<file path="config.mk">
export PLATFORM = sky130hd
export DESIGN_NAME = io_result_display_flat
export DESIGN_NICKNAME = d
export VERILOG_FILES = /design/src/rtl/io_result_display_if.sv /design/src/rtl/io_result_display.sv /design/src/flat_wrapper.sv
export SDC_FILE = /design/constraint.sdc
export NUM_CORES = 1
export LEC_CHECK = 0
export CAP_MARGIN = 20
export CORE_AREA = 5 5 63 93
export CTS_CLUSTER_DIAMETER = 200
export DETAILED_ROUTE_END_ITERATION = 16
export DIE_AREA = 0 0 68 98
export PLACE_DENSITY = 0.75
export SYNTH_ARGS = -nofsm -noshare
export SYNTH_HDL_FRONTEND = slang
export SYNTH_SLANG_ARGS = --single-unit
</file>
<file path="constraint.sdc">
create_clock -name CLK -period 3.4 [get_ports CLK]
set_input_delay 0.68 -clock CLK [delete_from_list [all_inputs] [get_ports CLK]]
set_output_delay 0.68 -clock CLK [all_outputs]
set_load 0.01 [all_outputs]
</file>
<file path="src/rtl/io_result_display_if.sv">
// Result/display bundle between the datapath result bus and the 7-segment display pins.
interface io_result_display_if;
  logic [15:0] result;
  logic        result_valid;
  logic [15:0] held;
  logic [3:0]  anode;
  logic [6:0]  seg;
  logic        dp;

  modport master (output result, result_valid, input held, anode, seg, dp);
  modport slave  (input result, result_valid, output held, anode, seg, dp);
endinterface

</file>
<file path="src/rtl/io_result_display.sv">
// Captures the datapath result on a valid strobe and scans it as four hex digits
// onto an active-low common-anode 7-segment display. `define RESULT_ZERO_BLANK_EN for leading-zero blanking.
module io_result_display #(
  parameter int REFRESH_DIV = 50000,
  parameter int CNT_W       = 16
) (
  input logic                CLK,
  input logic                reset,
  io_result_display_if.slave bus
);

  logic [CNT_W-1:0] refresh_cnt;
  logic [1:0]       digit_idx;
  logic [15:0]      held_p0;
  logic [3:0]       nib;
  logic             upper_zero;
  logic [6:0]       seg_nxt;
  logic             dp_nxt;
  logic [3:0]       anode_p1;
  logic [6:0]       seg_p1;
  logic             dp_p1;

  function automatic logic [6:0] hexseg(input logic [3:0] v);
    case (v)
      4'h0: hexseg = 7'h40;
      4'h1: hexseg = 7'h79;
      4'h2: hexseg = 7'h24;
      4'h3: hexseg = 7'h30;
      4'h4: hexseg = 7'h19;
      4'h5: hexseg = 7'h12;
      4'h6: hexseg = 7'h02;
      4'h7: hexseg = 7'h78;
      4'h8: hexseg = 7'h00;
      4'h9: hexseg = 7'h10;
      4'hA: hexseg = 7'h08;
      4'hB: hexseg = 7'h03;
      4'hC: hexseg = 7'h46;
      4'hD: hexseg = 7'h21;
      4'hE: hexseg = 7'h06;
      default: hexseg = 7'h0E;
    endcase
  endfunction

  // Digit decode from the pre-edge held value and digit index
  always_comb begin
    nib        = 4'h0;
    upper_zero = 1'b0;
    case (digit_idx)
      2'd0: nib = held_p0[3:0];
      2'd1: begin nib = held_p0[7:4];   upper_zero = (held_p0[15:4]  == 12'h000); end
      2'd2: begin nib = held_p0[11:8];  upper_zero = (held_p0[15:8]  == 8'h00);   end
      default: begin nib = held_p0[15:12]; upper_zero = (held_p0[15:12] == 4'h0); end
    endcase
    seg_nxt = hexseg(nib);
`ifdef RESULT_ZERO_BLANK_EN
    if (upper_zero) seg_nxt = 7'h7F;
`endif
    dp_nxt = !((digit_idx == 2'd0) && (held_p0 != 16'h0000));
  end

  // p0: capture and scan timing; p1: registered display outputs
  always_ff @(posedge CLK or posedge reset) begin
    if (reset) begin
      held_p0     <= 16'h0000;
      refresh_cnt <= '0;
      digit_idx   <= 2'd0;
      anode_p1    <= 4'b1111;
      seg_p1      <= 7'h7F;
      dp_p1       <= 1'b1;
    end else begin
      if (bus.result_valid) held_p0 <= bus.result;
      if (refresh_cnt == CNT_W'(REFRESH_DIV - 1)) begin
        refresh_cnt <= '0;
        digit_idx   <= digit_idx + 2'd1;
      end else begin
        refresh_cnt <= refresh_cnt + 1'b1;
      end
      anode_p1 <= ~(4'b0001 << digit_idx);
      seg_p1   <= seg_nxt;
      dp_p1    <= dp_nxt;
    end
  end

  // Nothing in the design reads upper_zero when blanking is compiled out
  logic unused_ok;
  assign unused_ok = upper_zero;

  assign bus.held  = held_p0;
  assign bus.anode = anode_p1;
  assign bus.seg   = seg_p1;
  assign bus.dp    = dp_p1;

endmodule

</file>
<file path="src/flat_wrapper.sv">
// flat-port wrapper written by rule: the top's interface ports become plain ports
module io_result_display_flat 
#(
  parameter int REFRESH_DIV = 50000,
  parameter int CNT_W       = 16
)
  (CLK, reset, bus_result, bus_result_valid, bus_held, bus_anode, bus_seg, bus_dp);
  io_result_display_if bus_i ();
  input logic CLK;
  input logic reset;
  input wire logic [$bits(bus_i.result)-1:0] bus_result;
  input wire logic [$bits(bus_i.result_valid)-1:0] bus_result_valid;
  output wire logic [$bits(bus_i.held)-1:0] bus_held;
  output wire logic [$bits(bus_i.anode)-1:0] bus_anode;
  output wire logic [$bits(bus_i.seg)-1:0] bus_seg;
  output wire logic [$bits(bus_i.dp)-1:0] bus_dp;
  assign bus_i.result = bus_result;
  assign bus_i.result_valid = bus_result_valid;
  assign bus_held = bus_i.held;
  assign bus_anode = bus_i.anode;
  assign bus_seg = bus_i.seg;
  assign bus_dp = bus_i.dp;
  io_result_display #(.REFRESH_DIV(REFRESH_DIV), .CNT_W(CNT_W)) u_core (.CLK(CLK), .reset(reset), .bus(bus_i));
endmodule
</file>
==> summary.txt, run 1 <==
Synth
  • Share of Yosys cell area claimed by the top area cell type: 38.7%
  • Syn_nets: 218
  • Synth top area cells: dfrtp_1 39%, dfstp_2 14%, mux2_2 8.2%, ha_1 6.8%, mux2i_1 4.6%
  • Synth Instances: 187
  • Ys flop type: dfrtp_1
  • Ys async rst share: 100%
  • Sequential share of the synthesized area: 53.1%
  • Netlist cell types: 34
  • Post-synth EDFFs: 0
  • Mean Syn Cell Area: 11.7 um2
  • Yosys warning count: 0
  • Largest area contributor in the netlist: dfrtp_1
  • Synthesis-stage register bit count: 46
  • Mapped cell area: 2200 um2

Global routing
  • Initial antenna violation count: 0
  • GRT Util Overall: 16.4%
  • Vias in the first global route: 1,664
  • GR Overflow Total: 0
  • Largest net degree at the start of global routing: 47
  • First-pass GRT wire length: 8090 um

Place
  • Cell Area, Placed: 2740 um2
  • Placed cell count: 299
  • Detailed-placement wirelength estimate: 3700 um
  • Setup Slack @ Placement: 1160 ps
  • Port bufs: 46
  • RePlAce Congestion: 0.825

Timing
  • Unrepaired setup endpoints after global routing: no
  • Rel. slew slack: 48.3%
  • Final Skew: 8.32 ps
  • Final setup fails: 0
  • Setup TNS: 0 ps
  • Max Slew Vio Count: 0
  • FMAX: 0.445 GHz
  • Final Critical Period: 2250 ps
  • Worst slew pin tran: 774 ps
  • Hold Slack: 489 ps
  • Setup ws final: 1150 ps
  • Final cycle utilization of the critical path: 66.0%
  • Final Hold Viols: 0

Setup path
  • Critical path class: register to register
  • Critical Path Fanout Max: 5
  • WP data arrival: 2460 ps
  • Critical path launch point type: register
  • Worst R2R Setup Slack: 1150 ps
  • CP Data Required Time: 3610 ps
  • Endpoint type of the worst setup path: register

Route
  • Post-DRT Antenna Nets: 0
  • Residual DRC: 0
  • Initial detailed-routing violation count: 52
  • Routed vias/inst: 5.11
  • Final WL: 4830 um
  • Via count: 1,570
  • Drt pass-1 iters: 6
  • WL/cell: 15.7 um

Clock tree
  • CTS tree: done
  • Clock sinks: 46
  • CTS max path bufs: 2
  • CTS Buf Count: 5
  • CTS resizes: 0
  • CTS root buf: clkbuf_8
  • Clk_lat worst skew: 290 ps
  • CTS H-tree depth: 2
  • Clock-pin transition on the worst setup and hold timing paths: 80 ps
  • Number of hold buffers added after CTS: 0
  • Setup bufs post-CTS: 0

Die
  • Row count: 32
  • Chip width: 68 um
  • Die ar.: 6660 um2
  • Die H: 98 um
  • Initial core utilization: 43.9%
  • I/O pin total: 47
  • Core Area: 5000 um2

Cells and area
  • Nets: 269
  • Final Util: 56.5%
  • Share of layout cells above drive strength 1: 16.7%
  • N_diodes: 0
  • Final instance count without filler cells: 307
  • Layout Area Growth over Synthesis: 28.6%
  • Final non-filler cell area: 2830 um2
  • Fill cells: 452

Pwr
  • Power density over the cells: 409 nW/um2
  • P_leak: 1.24 nW
  • Total power: 1.16 mW
  • Peak supply drop: 0.000267 V

Flow run
  • Max-cap check violation count: 0

Min path
  • Min-Delay Path Class: register to register

Run status
  • Outcome: finished clean
==> state kept, by name, summed over array words and instances, names as in the netlist <==
name,flops
u_core.bus.anode,4
u_core.bus.dp,1
u_core.bus.held,16
u_core.bus.seg,7
u_core.digit_idx,2
u_core.refresh_cnt,16
==> cell usage after synthesis (all sizes together), types with 5 or more instances <==
cell type	count
ha	12
dfstp	12
mux2	16
xor2	8
nand3	5
xnor2	7
dfrtp	34
o21ai	5
inv	17
nor2	13
mux2i	10
nor4	5
nand2	9
==> layout by cell type (no fill, tap or decap), types with 2 or more instances in the layout <==
master,instances
ha_1,12
a222oi_1,3
mux2i_1,10
o22ai_1,4
nor2_1,13
dfrtp_1,34
or3_1,2
nand2_1,9
mux2_2,16
nor3_1,2
and3_1,3
xnor2_1,7
clkbuf_8,6
buf_4,3
xor2_1,8
nand3_1,4
dfstp_2,12
clkdlybuf4s50_1,46
nor4_1,5
inv_1,16
clkbuf_1,2
o21ai_0,5
nand4_1,4
==> report_power, final <==
group / total [mW] / internal (mW) / switching, mW
Combinational: 0.208 / 0.119 / 0.0894
Sequential: 0.618 / 0.590 / 0.0282
Clock: 0.329 / 0.166 / 0.164
Total: 1.16 / 0.874 / 0.281
==> layout make-up <==
class	instances	area, um2	share of cell area, %
multi-input combinational	119	937	33.2
clock buffer	8	90.1	3.19
inverter	17	63.8	2.26
tap	68	85.1	3.01
timing repair buffer	49	483	17.1
sequential	46	1170	41.3
==> worst max-delay path: stages, from the launching register on <==
cell	delay [ps]
dfrtp_1	410
inv_1	100
ha_1	260
a22oi_1	160
nand2_1	70
mux2i_1	320
inv_1	160
ha_1	260
and3_1	150
a221o_1	270
==> worst paths after layout <==
check                                        end  cells after the start                  start
min in group asynchronous  u_core.refresh_cnt[2]                      3                  reset
max reg2reg                    u_core.bus.seg[0]                      9    u_core.digit_idx[0]
min                        u_core.refresh_cnt[0]                      1  u_core.refresh_cnt[0]
max in group asynchronous      u_core.bus.seg[1]                      3                  reset
max                            u_core.bus.seg[0]                      9    u_core.digit_idx[0]
min reg2reg                u_core.refresh_cnt[0]                      1  u_core.refresh_cnt[0]
==> logic make-up after synthesis <==
kind of cell	Yosys count	synth area share [%]
AO/OA/AOI/OAI	16	5.12
multiplexers	26	12.8
buffers and inverters	22	4.27
AND/OR/NAND/NOR	50	12.0
adder cells (fa/ha/maj)	12	6.83
XOR/XNOR	15	5.98
flip-flops	46	53.1
==> metal layers <==
| layer | global-route usage [%] | up-vias | part of all wire (%) |
|---|---|---|---|
| met3 | 3.34 | 9 | 3.9 |
| met4 | 7.96 | 0 | 2.3 |
| met1 | 17.7 | 782 | 37 |
| li1 | - | 746 | - |
| met2 | 29.1 | 33 | 57 |
| met5 | 0 | - | 0 |
No activity file was read; power rests on OpenSTA's default activity.
==> inputs of run 2 (changes only) <==
==> constraint.sdc (replaced) <==
create_clock -name CLK -period 2.34 [get_ports CLK]
set_input_delay 0.468 -clock CLK [delete_from_list [all_inputs] [get_ports CLK]]
set_output_delay 0.468 -clock CLK [all_outputs]
set_load 0.01 [all_outputs]
==> run 2 against run 1 <==
Effect of this change:
- sequential share of layout area down 0.74 points
- final area increased by 1.8%
- worst setup slack got worse by 990 ps
- sequential power increased by 45%
==> summary.txt, run 2 (synthesized netlist as in run 1, its figures left out) <==
Route
  • Via count: 1,606
  • Drt pass-1 iters: 4
  • Final WL: 4780 um
  • Initial detailed-routing violation count: 57
  • Routed vias/inst: 5.18
  • WL/cell: 15.4 um
  • Post-DRT Antenna Nets: 0
  • Residual DRC: 0

Cells and area
  • Most frequent cells in the layout: 46 x clkdlybuf4s50_1, 34 x dfrtp_1, 16 x inv_1, 16 x mux2_2, 13 x nor2_1
  • Share of layout cells above drive strength 1: 17.8%
  • Final instance count without filler cells: 310
  • N_diodes: 0
  • Layout Area Growth over Synthesis: 30.9%
  • Most common cell after layout, fill and taps aside: clkdlybuf4s50_1
  • Nets: 272
  • Final non-filler cell area: 2880 um2

Timing
  • Final Critical Period: 2180 ps
  • Setup ws final: 164 ps
  • Hold Slack: 483 ps
  • Final Hold Viols: 0
  • Final cycle utilization of the critical path: 93.0%
  • Max Slew Vio Count: 0
  • Final Skew: 8.88 ps
  • Rel. slew slack: 56.8%
  • Final setup fails: 0
  • Worst slew pin tran: 644 ps
  • Setup TNS: 0 ps
  • Unrepaired setup endpoints after global routing: no
  • FMAX: 0.460 GHz

Global routing
  • Vias in the first global route: 1,763
  • Initial antenna violation count: 0
  • GRT Util Overall: 16.3%
  • GR Overflow Total: 0
  • First-pass GRT wire length: 8220 um
  • Largest net degree at the start of global routing: 30

Setup path
  • Endpoint type of the worst setup path: register
  • Critical path launch point type: register
  • CP Data Required Time: 2560 ps
  • Critical path class: register to register
  • R2R Path Start: u_core.digit_idx[0]
  • WP data arrival: 2390 ps
  • Critical Path Fanout Max: 6
  • Worst setup path start: u_core.digit_idx[0]

Pwr
  • Peak supply drop: 0.000544 V
  • P_leak: 1.27 nW
  • Net switching power: 0.416 mW
  • Clk pwr share: 31.9%
  • Sequential share of power: 50.6%
  • Power density over the cells: 616 nW/um2
  • Combinational share of power: 17.5%
  • Net Sw Frac: 23.5%
  • P_int: 1.36 mW

Place
  • RePlAce Congestion: 0.814
  • Setup Slack @ Placement: 194 ps
  • Placed cell count: 302
  • Cell Area, Placed: 2770 um2
  • Port bufs: 46
  • Detailed-placement wirelength estimate: 3740 um

Min path
  • Min-Delay Path Class: input port to async pin

Clock tree
  • Number of hold buffers added after CTS: 0
  • Setup bufs post-CTS: 0
  • CTS H-tree depth: 2
  • CTS tree: done
  • CTS Buf Count: 5
  • CTS root buf: clkbuf_8
  • CTS max path bufs: 2
  • CTS resizes: 0
  • Clock sinks: 46
  • Clock-pin transition on the worst setup and hold timing paths: 80 ps
  • Clk_lat worst skew: 300 ps

Flow run
  • Max-cap check violation count: 0

Die
  • Die ar.: 6660 um2
  • Core Area: 5000 um2
  • Chip width: 68 um
  • Die H: 98 um
  • Row count: 32
  • Initial core utilization: 43.9%
  • I/O pin total: 47

Run status
  • Outcome: finished clean
run 2: changes by cell type in the layout (fill, tap and decap cells not counted), sizes merged:
cell    before  now
bufinv       0    1
clkbuf       8    7
buf          3    6
run 2: routing by layer:
metal	track usage, %	vias to the layer above	part of all wire, %
met1	17.6	790	37
met4	7.35	0	3.7
li1	-	757	-
met2	29.1	46	56
met5	0	-	0
met3	3.34	13	3.3
run 2: cell type report:
cell class / count / area, um2
sequential: 46 / 1170
inverter: 17 / 63.8
tap: 68 / 85.1
timing repair buffer: 52 / 518
clock inverter: 1 / 30.0
clock buffer: 7 / 76.3
multi-input combinational: 119 / 937
fill: 450 / 2130
run 2: through the flow:
stage	power (mW)	utilization [%]
after global placement	1.22	55.4
after detailed placement	1.23	55.4
final	1.77	57.5
after CTS	1.80	57.5
after global routing	1.87	57.5
after floorplan	1.05	-
run 2: power groups by stage:
stage          clock network (mW)  registers [mW]  logic (mW)
4_1_cts                     0.585           0.897       0.316
2_1_floorplan                   0           0.925       0.125
3_5_place_dp                    0           0.912       0.315
5_1_grt                     0.628           0.903       0.341
6_report                    0.566           0.896       0.310
3_3_place_gp                    0           0.913       0.311
run 2: path summary, 6_finish.rpt:
check / depth (start not counted) / slack [ps] / to
setup / recovery: 8 / 160 / u_core.bus.seg[0]
hold / removal: 2 / 480 / u_core.bus.held[6]
setup reg to reg: 8 / 160 / u_core.bus.seg[0]
hold reg to reg: 1 / 490 / u_core.refresh_cnt[0]
max in group asynchronous: 3 / 1260 / u_core.bus.dp
min in group CLK: 1 / 490 / u_core.refresh_cnt[0]
run 2: worst max-delay path, stage by stage (launching register included):
cell and delay (ps):
dfrtp_1 410, inv_1 110, ha_1 260, a222oi_1 310, mux2_2 280, inv_1 100, ha_1 230, and3_1 150
a221o_1 260
